### src/rtl/buffer_client_scheduler.sv
// Round-robin GET/PUT scheduler sharing one buffer_arbiter among clients.
// Counts buffers held per client and withholds GETs at the hold limit.

module bcs_channel #(
  parameter int N  = 4,
  parameter int GW = 2
) (
  input  logic          clk,
  input  logic          rst,
  input  logic [N-1:0]  req_i,
  input  logic [N-1:0]  mask_i,
  input  logic          dn_ack_i,
  output logic          dn_req_o,
  output logic          start_o,
  output logic [GW-1:0] pick_o,
  output logic          done_o,
  output logic [GW-1:0] gnt_o,
  output logic [N-1:0]  ack_o
);

  typedef enum logic [1:0] {IDLE, REQ, RTZ} state_e;

  state_e        state_q, state_d;
  logic [GW-1:0] ptr_q, ptr_d;
  logic [GW-1:0] gnt_q, gnt_d;
  logic [N-1:0]  ack_q, ack_d;
  logic [N-1:0]  elig;
  logic          pick_vld;
  logic [GW-1:0] pick;

  // first eligible client after the last grant, wrapping
  always_comb begin
    elig     = req_i & mask_i;
    pick_vld = 1'b0;
    pick     = '0;
    for (int i = 1; i <= N; i++) begin
      if (!pick_vld && elig[(int'(ptr_q) + i) % N]) begin
        pick_vld = 1'b1;
        pick     = GW'((int'(ptr_q) + i) % N);
      end
    end
  end

  always_comb begin
    state_d = state_q;
    ptr_d   = ptr_q;
    gnt_d   = gnt_q;
    ack_d   = '0;
    unique case (state_q)
      IDLE: begin
        if (pick_vld) begin
          gnt_d   = pick;
          state_d = REQ;
        end
      end
      REQ: begin
        if (dn_ack_i) begin
          ack_d[gnt_q] = 1'b1;
          ptr_d        = gnt_q;
          state_d      = RTZ;
        end
      end
      RTZ: begin
        if (!req_i[gnt_q] && !dn_ack_i)
          state_d = IDLE;
      end
      default: state_d = IDLE;
    endcase
  end

  always_ff @(posedge clk) begin
    if (rst) begin
      state_q <= IDLE;
      ptr_q   <= GW'(N - 1);
      gnt_q   <= '0;
      ack_q   <= '0;
    end else begin
      state_q <= state_d;
      ptr_q   <= ptr_d;
      gnt_q   <= gnt_d;
      ack_q   <= ack_d;
    end
  end

  assign dn_req_o = (state_q == REQ);
  assign start_o  = (state_q == IDLE) && pick_vld;
  assign pick_o   = pick;
  assign done_o   = (state_q == REQ) && dn_ack_i;
  assign gnt_o    = gnt_q;
  assign ack_o    = ack_q;

endmodule

module buffer_client_scheduler #(
  parameter int C_NUM_CLIENTS = 4,
  parameter int C_DATA_WIDTH  = 32,
  parameter int C_MAX_HELD    = 4,
  localparam int N  = C_NUM_CLIENTS,
  localparam int W  = C_DATA_WIDTH,
  localparam int GW = $clog2(C_NUM_CLIENTS),
  localparam int CW = $clog2(C_MAX_HELD + 1)
) (
  input  logic            clk,
  input  logic            rst,
  input  logic [N-1:0]    cl_get_req_i,
  output logic [N-1:0]    cl_get_ack_o,
  output logic [W-1:0]    cl_get_data_o,
  output logic            cl_get_ovf_o,
  input  logic [N-1:0]    cl_put_req_i,
  input  logic [N*W-1:0]  cl_put_data_i,
  output logic [N-1:0]    cl_put_ack_o,
  output logic            dn_get_req_o,
  input  logic            dn_get_ack_i,
  input  logic [W-1:0]    dn_get_data_i,
  input  logic            dn_get_ovf_i,
  output logic            dn_put_req_o,
  output logic [W-1:0]    dn_put_data_o,
  input  logic            dn_put_ack_i,
  output logic [N*CW-1:0] held_cnt_o,
  output logic [N-1:0]    put_err_o,
  input  logic [N-1:0]    clr_put_err_i
);

  logic [N-1:0][CW-1:0] held_q, held_d;
  logic [N-1:0]         err_q, err_d;
  logic [N-1:0]         get_mask, inc_v, dec_v;
  logic [W-1:0]         get_data_q, put_data_q;
  logic                 get_ovf_q;
  logic                 get_start, get_done, put_start, put_done;
  logic [GW-1:0]        get_pick, get_gnt, put_pick, put_gnt;
  logic                 unused_get;

  assign unused_get = ^{get_start, get_pick};

  always_comb begin
    for (int k = 0; k < N; k++)
      get_mask[k] = (held_q[k] != CW'(C_MAX_HELD));
  end

  bcs_channel #(.N(N), .GW(GW)) u_get (
    .clk(clk), .rst(rst),
    .req_i(cl_get_req_i), .mask_i(get_mask),
    .dn_ack_i(dn_get_ack_i), .dn_req_o(dn_get_req_o),
    .start_o(get_start), .pick_o(get_pick),
    .done_o(get_done), .gnt_o(get_gnt),
    .ack_o(cl_get_ack_o)
  );

  bcs_channel #(.N(N), .GW(GW)) u_put (
    .clk(clk), .rst(rst),
    .req_i(cl_put_req_i), .mask_i({N{1'b1}}),
    .dn_ack_i(dn_put_ack_i), .dn_req_o(dn_put_req_o),
    .start_o(put_start), .pick_o(put_pick),
    .done_o(put_done), .gnt_o(put_gnt),
    .ack_o(cl_put_ack_o)
  );

  always_comb begin
    inc_v          = '0;
    dec_v          = '0;
    inc_v[get_gnt] = get_done & ~dn_get_ovf_i;
    dec_v[put_gnt] = put_done;
  end

  // a PUT on an empty count flags an error instead of decrementing
  always_comb begin
    held_d = held_q;
    err_d  = err_q & ~clr_put_err_i;
    for (int k = 0; k < N; k++) begin
      if (dec_v[k] && held_q[k] == '0)
        err_d[k] = 1'b1;
      if (inc_v[k] && !(dec_v[k] && held_q[k] != '0))
        held_d[k] = held_q[k] + CW'(1);
      else if (!inc_v[k] && dec_v[k] && held_q[k] != '0)
        held_d[k] = held_q[k] - CW'(1);
    end
  end

  always_ff @(posedge clk) begin
    if (rst) begin
      held_q     <= '0;
      err_q      <= '0;
      get_data_q <= '0;
      get_ovf_q  <= 1'b0;
      put_data_q <= '0;
    end else begin
      held_q    <= held_d;
      err_q     <= err_d;
      get_ovf_q <= get_done & dn_get_ovf_i;
      if (get_done)
        get_data_q <= dn_get_data_i;
      if (put_start)
        put_data_q <= cl_put_data_i[int'(put_pick)*W +: W];
    end
  end

  assign cl_get_data_o = get_data_q;
  assign cl_get_ovf_o  = get_ovf_q;
  assign dn_put_data_o = put_data_q;
  assign held_cnt_o    = held_q;
  assign put_err_o     = err_q;

endmodule

### config.mk
export PLATFORM = sky130hd
export DESIGN_NAME = buffer_client_scheduler
export DESIGN_NICKNAME = d
export VERILOG_FILES = /design/src/rtl/buffer_client_scheduler.sv
export SDC_FILE = /design/constraint.sdc
export NUM_CORES = 1
export LEC_CHECK = 0
export CAP_MARGIN = 10
export CORE_ASPECT_RATIO = 0.7
export CORE_MARGIN = 4
export CORE_UTILIZATION = 40
export CTS_BUF_LIST = sky130_fd_sc_hd__clkbuf_16
export DETAILED_ROUTE_END_ITERATION = 8
export GPL_ROUTABILITY_DRIVEN = 0
export PLACE_DENSITY = 0.79
export SKIP_CTS_REPAIR_TIMING = 1
export SYNTH_ARGS = -nofsm -noshare
export SYNTH_HDL_FRONTEND = slang
export SYNTH_SLANG_ARGS = --single-unit
### constraint.sdc
create_clock -name clk -period 3.8 [get_ports clk]
set_input_delay 0.38 -clock clk [delete_from_list [all_inputs] [get_ports clk]]
set_output_delay 0.38 -clock clk [all_outputs]
set_load 0.01 [all_outputs]
[Yosys cells after proc, flatten, opt, wreduce, memory -nomap -nowiden]
Cells that the tools add are included.
Word-level totals
  register bits: 101
  logic and storage cells: 228
Operators by class
  reduce and logical (&&, ||, !) cells: 81
  eq/ne operators: 14
  shift operators: 1
  bitwise operators: 20
  add/subtract/negate cells: 16
  muxes and demuxes: 68
  magnitude comparators: 12
Operators with widths (number)
  $shiftx A128 B8 Y32: 1
  $logic_and A1 B1 Y1: 33
  $lt A3 B4 Y1 const B: 8
  $mux W1: 32
  $mux W2: 14
  $mux W3: 8
  $bmux W1 S2: 10
  $logic_not A1 Y1: 18
  $and A4 B4 Y4: 4
  $reduce_or A2 Y1: 8
  $add A3 B1 Y3 const B: 4
  $logic_not A3 Y1: 4
  $ne A2 B1 Y1 const B: 6
  $ne A3 B3 Y1 const B: 4
  $pmux W2 S3: 2
  $reduce_bool A3 Y1: 4
  $sub A3 B1 Y3 const B: 4
  $add A2 B1 Y2 const B: 4
  $add A2 B2 Y2 const B: 4
  $and A1 B1 Y1 const A: 8
  $reduce_and A2 Y1: 4
  $reduce_bool A2 Y1: 4
  $lt A2 B3 Y1 const B: 2
  $reduce_and A3 Y1: 2
  other kinds (9): 20

[Longest topological paths before layout]
  depth in word-level cells: 18
  mapped depth: 10
  gate-level depth less buffers: 9

[Modules after synthesis]
From an unflattened synthesis, not the netlist that was laid out.
Unflattened totals
  cell total of the unflattened synthesis: 474
  area, all modules: 5024.8 µm²
Modules (own cells, without submodules)
  buffer_client_scheduler: sequential area each 1621.6 µm², area each 4035.1 µm², instances 1, cells an instance 366
  bcs_channel at u_put: sequential area each 200.2 µm², area each 495.5 µm², instances 1, cells an instance 53
  bcs_channel at u_get: sequential area each 200.2 µm², area each 494.2 µm², instances 1, cells an instance 55

[Worst setup path after synthesis]
OpenSTA, ideal clock, no wires.
  path type: register -> register
  start point: register u_get.state_q[1]
  end point: register held_q, in the netlist held_cnt_o[2]
  buffers on the path: 0
  clock period less this slack: 2.688 ns
  path slack: 1.112 ns
  arrival time: 2.560 ns
  required time: 3.672 ns
  cell stages (with the launch flop): 9
  cells stage by stage: dfxtp_1 nand3b_1 or4_1 or2_1 fa_1 or4b_1 mux2i_1 xnor2_1 nor2_1
On the way
  cells in the longest elaborated chain, start to end: 8
  elaborated cells between the ends (all ways): 10
  classes of those cells: eq/ne (1); mux (1); bitwise (2); reduce/logical (6)
RTL lines
  start, declared: RTL line 23  | state_e state_q, state_d;
  start signal, assigned: RTL line 78  | state_q <= state_d;
  $eq A2 B1 Y1 (*): RTL line 88  | assign done_o = (state_q == REQ) && dn_ack_i;
  $logic_and A1 B1 Y1 (*): RTL line 88
  $and A1 B1 Y1 (*): RTL line 161  | inc_v[get_gnt] = get_done & ~dn_get_ovf_i;
  $and A4 B4 Y4 (no line) (*)
  $logic_not A1 Y1: RTL line 174  | else if (!inc_v[k] && dec_v[k] && held_q[k] != '0)
  $logic_and A1 B1 Y1 (2 in series): RTL line 174
  $reduce_bool A2 Y1 (no line)
  end signal, assigned: RTL line 187  | held_q <= held_d;
  end, declared: RTL line 124  | logic [N-1:0][CW-1:0] held_q, held_d;
Mark *: on every way between the ends. The rest lies on a longest branch, timed or not.
A chain may end at the register's enable or synchronous reset.

[Final worst setup path]
  start point: input dn_get_ack_i
  end point: register held_q, in the netlist held_cnt_o[8]
On the way
  cells in the longest elaborated chain, start to end: 7
  elaborated cells between the ends (all ways): 9
  classes of those cells: mux (1); bitwise (2); reduce/logical (6)
RTL lines
  start, declared: RTL line 113  | input logic dn_get_ack_i,
  $logic_and A1 B1 Y1 (*): RTL line 88
  $and A1 B1 Y1 (*): RTL line 161
  $and A4 B4 Y4 (no line) (*)
  $logic_not A1 Y1: RTL line 174
  $logic_and A1 B1 Y1 (2 in series): RTL line 174
  $reduce_bool A2 Y1 (no line)
Marks and branches as above.

==> metrics.md <==
| Metric | Value |
|---|---|
| Io pins | around 270 |
| RSZ-0062 raised after global routing | no |
| Vias in the first global route | 5837 |
| CTS Buf Count | 9 |
| CTS tree | done |
| R2r endpoint | held_cnt_o[8] |
| Slew margin rel. | a little under a quarter |
| Reg area | 2020 µm² |
| Site Rows | 34 |
| Layout area overhead | 57.8% |
| Die ar. | approximately 15000 µm² |
| Crit Reg-Reg Startpoint | u_get.state_q[1] |
| Leak pwr | roughly 3 nW |
| Critical Path AT | about 3.2 ns |
| CP bufs+invs | 2 |
| Area after DPL | about 8000 µm² |
| Nets@finish | between 1000 and 1500 |
| Synth unique cells | 57 |
| Cells after DPL | 999 |
| Root buf cell | clkbuf_16 |
| Setup Skew | approximately 0.0094 ns |
| Syn Inst Count | just over 600 |
| Clock slew at reported path FFs | 0.08 ns |
| Largest net degree at the start of global routing | 70 |
| Register area share after synthesis | just under 40% |
| Wire length of the first global-routing pass | around 29000 µm |
| All-Layer GR Usage | 23.7% |
| Delay of the slowest critical-path stage | between 0.5 and 0.6 ns |
| Vias | ~5700 |
| CP max FO | 42 |
| Fin. max-slew vios | 0 |
| Final worst-path cycle share | between 70 and 80% |
| Final hold vios | 0 |
| Startpoint Class | input pin |
| PD cells | approximately 350 nW/µm² |
| Netlist Area Pre-Place | 5240 µm² |
| Syn Area/Cell | 8.55 µm² |
| Status | finished, final reports clean |
| H-tree Lvls | 3 |
| Worst min path class | reg -> reg |
| Initial antenna violation count | 0 |
| VDD IR max | approximately 200 µV |
| Fillers | ~1000 |
| Max_cap viols | 0 |
| Most frequent cells in the layout | clkdlybuf4s50_1 (266), nand2_1 (110), dfxtp_1 (101), mux2i_1 (41), a21oi_1 (39) |
| Synthesis warning total | 0 |
| Die height | between 100 and 150 µm |
| R2R cell count | 9 |
| Post-DRT Antenna Nets | 0 |
| Hold EP | cl_get_data_o[5] |
| Via density | 5.62 |
| Crit-path slowest cell | or4b_4 |
| Most common cell after layout, fill and taps aside | clkdlybuf4s50_1 |
| Async S/R FF share, synth | 0% |
| Critical Setup Path Class | in -> reg |
| Drt drc | 0 |
| Slew @ Worst Pin | around 1.1 ns |
| Routed WL per cell | approximately 19 µm |
| Hold path cells | 2 |
| Initial core utilization | roughly 41% |
| Synthesized flop and latch total | 101 |
| DRT Wirelength | 18800 µm |
| Layout cell share with drive strength beyond 1 | about 5.3% |
| Skew-Pair Late Insertion Delay | 0.34 ns |
| Max Fclk | 335 MHz |
| Final setup fails | 0 |
| Post-synth top flop | dfxtp_1 |
| IO buf count | ~270 |
| Clock Tree Buf Depth | 2 |
| Endpoint type of the worst setup path | flip-flop |
| ANT cells | 0 |
| Hpwl dp | 14300 µm |
| Worst endpoint required time | approximately 4.0 ns |
| R2R Setup Slk | roughly 0.95 ns |
| Tmin final | 2.99 ns |
| Final cell area excluding filler cells | just over 8000 µm² |
| Initial DRC count | around 440 |
| Die Wd | 145 µm |
| Total grt overflow | 0 |
| Crit-path cells | clkdlybuf4s50_1, nand3b_1, buf_4, or4b_4, or2_1, fa_1, nor4_1, mux2i_1, xnor2_1, nor2_1 |
| Syn Nets | roughly 790 |
| Sink Count | 101 |
| Drt pass-1 iters | 5 |
| Post-synth EDFFs | 0 |
| Setup_tns | 0 ns |
| Worst hold start | cl_get_data_o[5] |
| Core footprint | ~13000 µm² |
| Non-Filler Instances | between 1000 and 1500 |
| Multi-input logic area | ~3000 µm² |
| Crit path max-delay family | simple AND/OR/NAND/NOR gates |
[worst max path at each step]
| stage | cells after the start | end | startpoint | slack [ns] |
|---|---|---|---|---|
| after floorplan | 8 | held_cnt_o[2] | u_get.state_q[1] | 1.11 |
| after global placement | 10 | held_cnt_o[8] | dn_get_ack_i | 0.56 |
| after detailed placement | 10 | held_cnt_o[8] | dn_get_ack_i | 0.48 |
| after CTS | 10 | held_cnt_o[8] | dn_get_ack_i | 0.84 |
| after global routing | 9 | held_cnt_o[2] | dn_get_ack_i | 0.70 |
| final | 10 | held_cnt_o[8] | dn_get_ack_i | 0.81 |
[worst register-to-register path: stages, from the launching register on]
cell      delay (ns)
dfxtp_1         0.36
nand3b_1        0.23
buf_4           0.30
or4b_4          0.57
or2_1           0.27
fa_1            0.39
nor4_1          0.28
mux2i_1         0.14
xnor2_1         0.14
nor2_1          0.05
[flip-flops by register name (all words and copies together) (netlist names)]
| signal | count |
|---|---|
| held_cnt_o | 12 |
| u_put.ptr_q | 2 |
| cl_get_ovf_o | 1 |
| cl_get_data_o | 32 |
| put_err_o | 4 |
| u_get.state_q | 2 |
| u_put.state_q | 2 |
| u_put.gnt_o | 2 |
| u_get.ack_o | 4 |
| u_get.gnt_o | 2 |
| dn_put_data_o | 32 |
| u_put.ack_o | 4 |
| u_get.ptr_q | 2 |
[layer usage]
layer / up-vias / GRT usage (%) / share of wire (%)
li1: 2729 / - / -
met4: 0 / 8.32 / 2.4
met2: 280 / 40.5 / 49
met3: 37 / 6.31 / 9.1
met5: - / 0 / 0
met1: 2659 / 28.5 / 40
[cell families after synthesis]
logic type	Yosys count	share of synthesized area [%]
XOR/XNOR	12	2.29
adder cells (fa/ha/maj)	4	1.53
AO/OA/AOI/OAI	170	23.3
buffers and inverters	61	4.94
multiplexers	43	8.69
AND/OR/NAND/NOR	222	20.7
flip-flops	101	38.6
[cell usage after synthesis (3+ instances only)]
master / instances / area [µm²]
clkbuf_1: 43 / 161
nor2_1: 29 / 109
o31a_1: 3 / 26.3
fa_1: 4 / 80.1
nand2b_1: 5 / 31.3
a21oi_1: 40 / 200
nand3b_1: 4 / 30.0
a21o_1: 4 / 30.0
o21ai_1: 3 / 15.0
dfxtp_1: 101 / 2020
or2_1: 3 / 18.8
a211o_1: 33 / 289
nand4_1: 34 / 213
buf_6: 3 / 33.8
o211ai_1: 32 / 240
nor4_1: 3 / 18.8
nor3b_1: 5 / 37.5
buf_1: 4 / 15.0
mux2i_1: 41 / 410
xnor2_1: 8 / 70.1
nand2_1: 110 / 413
buf_2: 5 / 25.0
nor3_1: 10 / 50.1
inv_1: 4 / 15.0
nor2b_1: 4 / 25.0
o31ai_1: 37 / 278
[cell type report]
class,count,area share (%)
Multi-Input combinational cell,451,36.0
Timing Repair Buffer,280,33.4
Tap cell,162,2.45
Sequential cell,101,24.4
Clock inverter,7,0.681
Clock buffer,9,2.72
Inverter,5,0.227
[per-stage QoR]
step	setup WS (ns)	hold WS, ns	utilization (%)	total power [mW]
floorplan	1.11	0.450	-	1.61
global placement	0.556	0.445	63.2	2.04
detailed placement	0.482	0.451	63.2	2.06
CTS	0.840	0.461	65.5	2.94
global route	0.703	0.487	65.5	3.05
finish	0.813	0.458	65.5	2.92
[power by group]
group          total, mW  switching (mW)  internal [mW]  leakage [nW]
logic              0.823           0.372          0.451          2.07
registers           1.21          0.0678           1.15         0.826
clock network      0.879           0.426          0.453         0.137
(Power assumes the default switching activity.)
